File: config.mk
export PLATFORM = sky130hd
export DESIGN_NAME = pixel_write_arbiter
export DESIGN_NICKNAME = d
export VERILOG_FILES = /design/src/rtl/pixel_write_arbiter.sv
export SDC_FILE = /design/constraint.sdc
export NUM_CORES = 1
export LEC_CHECK = 0
export CAP_MARGIN = 20
export CORE_MARGIN = 2
export CORE_UTILIZATION = 39
export CTS_CLUSTER_DIAMETER = 40
export DETAILED_ROUTE_END_ITERATION = 8
export PLACE_DENSITY_LB_ADDON = 0.08
export SYNTH_ARGS = -nofsm -noshare
export SYNTH_HDL_FRONTEND = slang
export SYNTH_SLANG_ARGS = --single-unit
File: constraint.sdc
create_clock -name clk -period 2.85 [get_ports clk]
set_input_delay 0.57 -clock clk [delete_from_list [all_inputs] [get_ports clk]]
set_output_delay 0.57 -clock clk [all_outputs]
set_load 0.05 [all_outputs]
File: src/rtl/pixel_write_arbiter.sv
// pixel_write_arbiter: owns pixel_bram write port A and shares it between the
// ray pixel stream (small FIFO + address compute) and a full-frame clear engine.
// Optional build macro PWA_STATS_EN adds frame_pixels / oob_count statistics.
module pixel_write_arbiter #(
  parameter int unsigned FRAME_WIDTH  = 512,
  parameter int unsigned FRAME_HEIGHT = 384,
  parameter int unsigned ADDR_BITS    = 18,
  parameter int unsigned COLOR_BITS   = 16,
  parameter int unsigned FIFO_DEPTH   = 4
) (
  input  logic                  clk,
  input  logic                  rst_n,
  input  logic                  clear_req,
  input  logic [COLOR_BITS-1:0] clear_color,
  output logic                  clear_busy,
  input  logic                  ray_valid,
  output logic                  ray_ready,
  input  logic [15:0]           ray_x,
  input  logic [15:0]           ray_y,
  input  logic [COLOR_BITS-1:0] ray_pixel,
  output logic                  bram_we,
  output logic [ADDR_BITS-1:0]  bram_addr,
  output logic [COLOR_BITS-1:0] bram_din
`ifdef PWA_STATS_EN
  ,
  output logic [ADDR_BITS-1:0]  frame_pixels,
  output logic [15:0]           oob_count
`endif
);

  localparam int unsigned PTR_W     = (FIFO_DEPTH > 1) ? $clog2(FIFO_DEPTH) : 1;
  localparam int unsigned CNT_W     = PTR_W + 1;
  localparam int unsigned LAST_ADDR = FRAME_WIDTH * FRAME_HEIGHT - 1;

  typedef struct packed {
    logic [15:0]           x;
    logic [15:0]           y;
    logic [COLOR_BITS-1:0] pix;
  } ray_entry_t;

  typedef enum logic [1:0] {S_IDLE, S_RAY, S_CLEAR} state_t;

  state_t                r_state, w_state_nxt;
  ray_entry_t            r_fifo [FIFO_DEPTH];
  logic [PTR_W-1:0]      r_wr_ptr, r_rd_ptr;
  logic [CNT_W-1:0]      r_count, w_count_nxt;
  logic                  r_rdy_en;
  logic [ADDR_BITS-1:0]  r_clr_cnt, w_clr_cnt_nxt;
  logic [COLOR_BITS-1:0] r_clr_color;
  logic                  r_p_vld, r_p_inr;
  logic [ADDR_BITS-1:0]  r_p_addr;
  logic [COLOR_BITS-1:0] r_p_pix;
  logic                  r_bram_we, w_we_nxt;
  logic [ADDR_BITS-1:0]  r_bram_addr, w_addr_nxt;
  logic [COLOR_BITS-1:0] r_bram_din, w_din_nxt;

  logic       w_full, w_empty, w_clr_go, w_push, w_pop, w_ray_wr, w_head_inr;
  ray_entry_t w_head, w_in;

  assign clear_busy = (r_state == S_CLEAR);
  assign w_clr_go   = clear_req && !clear_busy;
  assign w_full     = (r_count == CNT_W'(FIFO_DEPTH));
  assign w_empty    = (r_count == '0);
  // A starting clear takes priority over a handshake in the same cycle
  assign ray_ready  = r_rdy_en && !w_full && !clear_busy && !w_clr_go;
  assign w_push     = ray_valid && ray_ready;
  assign w_pop      = !w_empty && !clear_busy && !w_clr_go;
  assign w_ray_wr   = r_p_vld && r_p_inr;
  assign w_in       = '{x: ray_x, y: ray_y, pix: ray_pixel};
  assign w_head     = r_fifo[r_rd_ptr];
  assign w_head_inr = (32'(w_head.x) < FRAME_WIDTH) && (32'(w_head.y) < FRAME_HEIGHT);
  assign w_count_nxt = w_clr_go ? '0 : (r_count + CNT_W'(w_push) - CNT_W'(w_pop));

  assign bram_we   = r_bram_we;
  assign bram_addr = r_bram_addr;
  assign bram_din  = r_bram_din;

  // FIFO storage; contents are don't-care while the occupancy count is zero
  always_ff @(posedge clk) begin
    if (w_push) r_fifo[r_wr_ptr] <= w_in;
  end

  // FIFO pointers and occupancy; a starting clear flushes pending entries
  always_ff @(posedge clk or negedge rst_n) begin
    if (!rst_n) begin
      r_wr_ptr <= '0;
      r_rd_ptr <= '0;
      r_count  <= '0;
      r_rdy_en <= 1'b0;
    end else begin
      r_rdy_en <= 1'b1;
      r_count  <= w_count_nxt;
      if (w_push) r_wr_ptr <= r_wr_ptr + PTR_W'(1);
      if (w_clr_go)   r_rd_ptr <= r_wr_ptr;
      else if (w_pop) r_rd_ptr <= r_rd_ptr + PTR_W'(1);
    end
  end

  // Pop stage: linear address and range check of the FIFO head
  always_ff @(posedge clk or negedge rst_n) begin
    if (!rst_n) begin
      r_p_vld  <= 1'b0;
      r_p_inr  <= 1'b0;
      r_p_addr <= '0;
      r_p_pix  <= '0;
    end else begin
      r_p_vld <= w_pop;
      if (w_pop) begin
        r_p_inr  <= w_head_inr;
        r_p_addr <= ADDR_BITS'(32'(FRAME_WIDTH) * 32'(w_head.y) + 32'(w_head.x));
        r_p_pix  <= w_head.pix;
      end
    end
  end

  // Clear colour is captured only when a clear is accepted
  always_ff @(posedge clk or negedge rst_n) begin
    if (!rst_n)        r_clr_color <= '0;
    else if (w_clr_go) r_clr_color <= clear_color;
  end

  // State, clear counter and registered BRAM port
  always_ff @(posedge clk or negedge rst_n) begin
    if (!rst_n) begin
      r_state     <= S_IDLE;
      r_clr_cnt   <= '0;
      r_bram_we   <= 1'b0;
      r_bram_addr <= '0;
      r_bram_din  <= '0;
    end else begin
      r_state     <= w_state_nxt;
      r_clr_cnt   <= w_clr_cnt_nxt;
      r_bram_we   <= w_we_nxt;
      r_bram_addr <= w_addr_nxt;
      r_bram_din  <= w_din_nxt;
    end
  end

  // Next state and next BRAM write: clear sweep, else drained ray pixel
  always_comb begin
    w_state_nxt   = r_state;
    w_clr_cnt_nxt = r_clr_cnt;
    w_we_nxt      = 1'b0;
    w_addr_nxt    = r_bram_addr;
    w_din_nxt     = r_bram_din;
    case (r_state)
      S_CLEAR: begin
        w_we_nxt   = 1'b1;
        w_addr_nxt = r_clr_cnt;
        w_din_nxt  = r_clr_color;
        if (r_clr_cnt == ADDR_BITS'(LAST_ADDR)) begin
          w_state_nxt   = S_IDLE;
          w_clr_cnt_nxt = '0;
        end else begin
          w_clr_cnt_nxt = r_clr_cnt + ADDR_BITS'(1);
        end
      end
      default: begin
        if (w_ray_wr) begin
          w_we_nxt   = 1'b1;
          w_addr_nxt = r_p_addr;
          w_din_nxt  = r_p_pix;
        end
        w_state_nxt = (w_count_nxt != '0) ? S_RAY : S_IDLE;
      end
    endcase
    if (w_clr_go) begin
      w_state_nxt   = S_CLEAR;
      w_clr_cnt_nxt = '0;
    end
  end

`ifdef PWA_STATS_EN
  logic [ADDR_BITS-1:0] r_frame_pixels;
  logic [15:0]          r_oob_count;

  // In-range write count per frame, saturating out-of-range drop count
  always_ff @(posedge clk or negedge rst_n) begin
    if (!rst_n) begin
      r_frame_pixels <= '0;
      r_oob_count    <= '0;
    end else begin
      if (w_clr_go)      r_frame_pixels <= '0;
      else if (w_ray_wr) r_frame_pixels <= r_frame_pixels + ADDR_BITS'(1);
      if (r_p_vld && !r_p_inr && (r_oob_count != 16'hFFFF))
        r_oob_count <= r_oob_count + 16'd1;
    end
  end

  assign frame_pixels = r_frame_pixels;
  assign oob_count    = r_oob_count;
`endif

endmodule

== Yosys cells after proc, flatten, opt, wreduce, memory -nomap -nowiden ==
Memories as Yosys holds them, arrays and structs flattened.
Cells that the tools add are included.
Operators by class
  order comparisons: 2
  equality and inequality tests: 4
  reductions and logical operators: 18
  add/sub/neg operators: 6
  mux-type cells: 18
Operators by type and width (count)
  $mux 18: 5
  $mux 16: 2
  $add 18x1->18 const B: 1
  $add 18x16->18: 1
  $eq 18x18->1 const B: 1
  $lt 16x10->1 const B: 1
  $lt 16x9->1 const B: 1
  $mux 2: 5
  $logic_and 1x1->1: 9
  $reduce_bool 2->1: 3
  $mux 1: 5
  $add 2x1->2 const B: 2
  $logic_not 1->1: 4
  $add 3x1->3: 1
  $eq 3x3->1 const B: 1
  $logic_not 3->1: 1
  $mux 3: 1
  $ne 3x1->1 const B: 1
  $reduce_bool 3->1: 1
  $sub 3x1->3: 1
  $eq 2x2->1 const B: 1
Word-level totals
  word-level logic and storage cells: 63
  output and inout port bits: 37
  register bits after elaboration: 115
  memories kept: 1
  memory bits (writable): 192
Memory list
  r_fifo: depth 4, width 48, read ports 1, clocked after Yosys merged registers in 0, write ports 1, line 44  | ray_entry_t r_fifo [FIFO_DEPTH];

== Depth between registers and ports, before layout ==
  word-level depth: 13
  mapped depth: 15

== Worst setup path before layout ==
No wires, ideal clock.
  kind: register to register
  start: reg r_rd_ptr[0]
  end: reg r_p_addr[17]
  data required time: 2714 ps
  setup time: 136 ps
  cell stages (with the launch flop): 13
  buffers on the path: 3
  path slack: -33 ps
  arrival time: 2748 ps
  period minus slack after synthesis: 2883 ps
  cells stage by stage: dfrtp_1 -> buf_6 -> buf_4 -> buf_4 -> mux4_2 -> ha_1 -> inv_1 -> fa_1 -> nor2b_1 -> o31a_1 -> o41ai_1 -> xor2_1 -> o21ai_0
Between the ends
  longest elaborated chain between the ends: 2
RTL lines
  start: declaration: line 45  | logic [PTR_W-1:0] r_wr_ptr, r_rd_ptr;
  start signal: assignment: line 94  | if (w_clr_go) r_rd_ptr <= r_wr_ptr;
  start signal: assignment: line 95  | else if (w_pop) r_rd_ptr <= r_rd_ptr + PTR_W'(1);
  $mem_v2 4x48
  $add 18x16->18: line 110  | r_p_addr <= ADDR_BITS'(32'(FRAME_WIDTH) * 32'(w_head.y) + 32'(w_head.x));
  end signal: assignment: line 110
  end: declaration: line 51  | logic [ADDR_BITS-1:0] r_p_addr;
No other way between the ends.
A chain may end at the register's enable or synchronous reset.

== Worst setup path after layout ==
  start: reg r_rd_ptr[0]
  end: reg r_p_addr[15]
The elaborated chain is that of the path after synthesis.

==> impl_metrics.env <==
export IMPL_seq_area_frac_synth=0.7053
export IMPL_synth_area_leader_cell="edfxtp_1"
export IMPL_drtIter0Drc=473
export IMPL_core_sq_mm=0.03075
export IMPL_numPortBuffers=104
export IMPL_fin_crit_sh=0.9363
export IMPL_fin_crit_ps=2668
export IMPL_place_area_sq_mm=0.01395
export IMPL_grt_antenna_before_repair=0
export IMPL_swShare=0.3384
export IMPL_setup_worst_path_start_class="register"
export IMPL_clkLatencyLatePin_ps=530
export IMPL_num_vias=7095
export IMPL_ios=105
export IMPL_ys_flop_type="edfxtp_1"
export IMPL_final_cell_mix="edfxtp_1 (192), nand2_1 (177), dfrtp_1 (113)"
export IMPL_p_comb_frac=0.331
export IMPL_wl_per_cell_um=18.35
export IMPL_fp_dieH_um=181.3
export IMPL_cts_hold_buf=0
export IMPL_slew_violations=0
export IMPL_grt_max_degree=51
export IMPL_p_int_mw=11.61
export IMPL_maxCapViolCount=0
export IMPL_start_util=0.3986
export IMPL_routed_wl_um=25710
export IMPL_post_route_util=0.5039
export IMPL_tns_ps=0
export IMPL_row_count=64
export IMPL_arrival_ps=3080
export IMPL_nets=1058
export IMPL_power_total_mw=17.55
export IMPL_worst_ep_required_time_ps=3260
export IMPL_cts_root_buf="clkbuf_16"
export IMPL_netlist_area_sq_mm=0.01226
export IMPL_yosys_warnings=0
export IMPL_fmax_mhz=374.8
export IMPL_syn_to_final_growth_pct=26.42
export IMPL_critical_path_endpoint_type="register"
export IMPL_final_setup_viol_count=0
export IMPL_seqPwrFrac=0.356
export IMPL_die_x_um=181.3
export IMPL_synthArstFlopShare=0.3746
export IMPL_vdd_ir_drop_max_mv=0.5362
export IMPL_rsz0062_at_grt="false"
export IMPL_fin_worst_skew_ps=23.25
export IMPL_synthTopCellsByArea="edfxtp_1 (47%), dfrtp_1 (23%), mux4_2 (7.5%), nand2_1 (5.5%), a31oi_1 (2.6%)"
export IMPL_final_antenna_net_count=0
export IMPL_hp_class="input port to async pin"
export IMPL_vias_per_cell=5.064
export IMPL_netlist_area_leader_share=0.4704
export IMPL_numCtsBuffers=42
export IMPL_clkSlewWorstSetupHoldPaths_ps=60
export IMPL_worstSetupPathType="register to register"
export IMPL_die_area_sq_mm=0.03286
export IMPL_grt_use_total=0.1610
export IMPL_ys_seq_elements=307
export IMPL_hold_viol=0
export IMPL_mostFrequentLayoutCell="edfxtp_1"
export IMPL_cellLeakagePower_nw=5.815
export IMPL_grt_overflow=0
export IMPL_syn_inst=834
export IMPL_synth_edf_count=192
export IMPL_grt_pass1_wl_um=41170
export IMPL_clock_path_buffers=3
export IMPL_path_max_fanout=11
export IMPL_cts_sinks=307
export IMPL_p_switching_mw=5.939
export IMPL_dr_pass1_iters=4
export IMPL_final_area_sq_mm=0.01549
export IMPL_tritoncts="built"
export IMPL_yosysUniqueCellTypes=60
export IMPL_whs_ps=41.25
export IMPL_status="finished, final reports clean"
export IMPL_hpwl_um=16490
export IMPL_syn_num_nets=918
export IMPL_power_density_mw_per_mm2=1133
export IMPL_gp_congestion=0.7464
export IMPL_syn_mean_instance_area_sq_um=14.69
export IMPL_drc=0
export IMPL_layout_drive_gt1_share=0.1781
export IMPL_tightest_slew_ps=782.2
export IMPL_maxSlewHeadroom=0.4785
export IMPL_p_clk_frac=0.312
export IMPL_diodes=0
export IMPL_grt_pass1_vias=7252
export IMPL_htree_levels=2
worst max-delay path, cell delays in order (launching register included):
cell and delay, ps:
dfrtp_4 510, mux4_2 570, ha_1 260, inv_1 80
fa_1 200, nor2b_1 70, o31a_1 280, o21a_1 200
o21a_1 170, o31ai_1 210
Yosys cell counts (2+ instances only):
master    number
a211oi_1       3
a21o_1         3
a21oi_1       16
a221oi_1       2
a22o_1         3
a22oi_1        2
a31oi_1       50
a41oi_1        2
and2_1         4
buf_1         10
buf_2          8
buf_4          5
buf_6          3
clkbuf_1      15
dfrtp_1      115
edfxtp_1     192
fa_1           2
ha_1          14
inv_1         15
mux2_2        16
mux4_2        41
nand2_1      178
nand2b_1       2
nand3_1        7
nand3_2        3
nand4_1        2
nor2_1        50
nor3_1         5
nor4_1         7
o21a_1         5
o21ai_0       17
o41ai_1        3
or3_1          3
xnor2_1        2
xor2_1         4
power groups by stage:
stage	Clock (mW)	Sequential [mW]	Combinational, mW
6_report	5.48	6.25	5.82
5_1_grt	5.78	6.38	6.43
4_1_cts	5.61	6.27	5.86
3_5_place_dp	0	6.34	5.83
3_3_place_gp	0	6.33	5.80
2_1_floorplan	0	7.00	3.31
final timing paths:
kind | start | endpoint | slack [ps] | depth (start not counted)
setup / recovery | r_rd_ptr[0] | r_p_addr[15] | 180 | 9
min in group clk | r_p_pix[1] | r_p_pix[1] | 470 | 2
max in group asynchronous | rst_n | r_p_pix[7] | 2110 | 2
setup reg to reg | r_rd_ptr[0] | r_p_addr[15] | 180 | 9
hold / removal | rst_n | r_rd_ptr[0] | 40 | 1
hold reg to reg | r_p_pix[1] | r_p_pix[1] | 470 | 2
metrics by stage:
stage | cells | worst slack [ps]
after global placement | 1321 | -24.47
after global routing | 1401 | 5.121
after CTS | 1396 | 86.43
after floorplan | 834 | 14.62
final | 1401 | 181.6
after detailed placement | 1321 | -29.11
repair_timing:
action | 4_1_cts | 5_1_grt
buffers inserted | 0 | 5
resized for setup | 0 | 1
endpoints found under the setup margin | 0 | 2
sequential cells by signal, summed over array words and instances (netlist names):
name	count
r_fifo	192
bram_addr	18
r_clr_cnt	18
r_p_addr	18
bram_din	16
r_clr_color	16
r_p_pix	16
r_count	3
r_rd_ptr	2
r_state	2
r_wr_ptr	2
bram_we	1
r_p_inr	1
r_p_vld	1
r_rdy_en	1
logic make-up (layout without fill, tap and decap cells):
group / Yosys count / count (layout) / share of synthesized area
compound gates: 113 / 113 / 0.05983
xor+xnor: 6 / 6 / 0.004288
fa+ha+maj: 16 / 16 / 0.01756
buf+inv: 57 / 228 / 0.02164
flops: 307 / 307 / 0.7053
mux: 58 / 58 / 0.09086
other cells: 1 / 1 / 0.0003060
simple gates: 276 / 276 / 0.1003
metal layers:
layer | vias to the layer above | track usage | part of all wire
li1 | 3392 | - | -
met1 | 3498 | 0.2429 | 0.50
met5 | - | 0 | 0
met2 | 151 | 0.2402 | 0.44
met4 | 0 | 0.04748 | 0.022
met3 | 54 | 0.02721 | 0.040
layout make-up:
class	instances	area, sq um
repair buffers	137	1419
flip-flops and latches	307	8648
inverters	16	60.06
fillers	2700	15260
well taps	396	495.5
clock buffers	51	1210
multi-input cells	470	3364
clock inverters	24	296.5
Note: power is estimated with default switching activity, not from simulation.
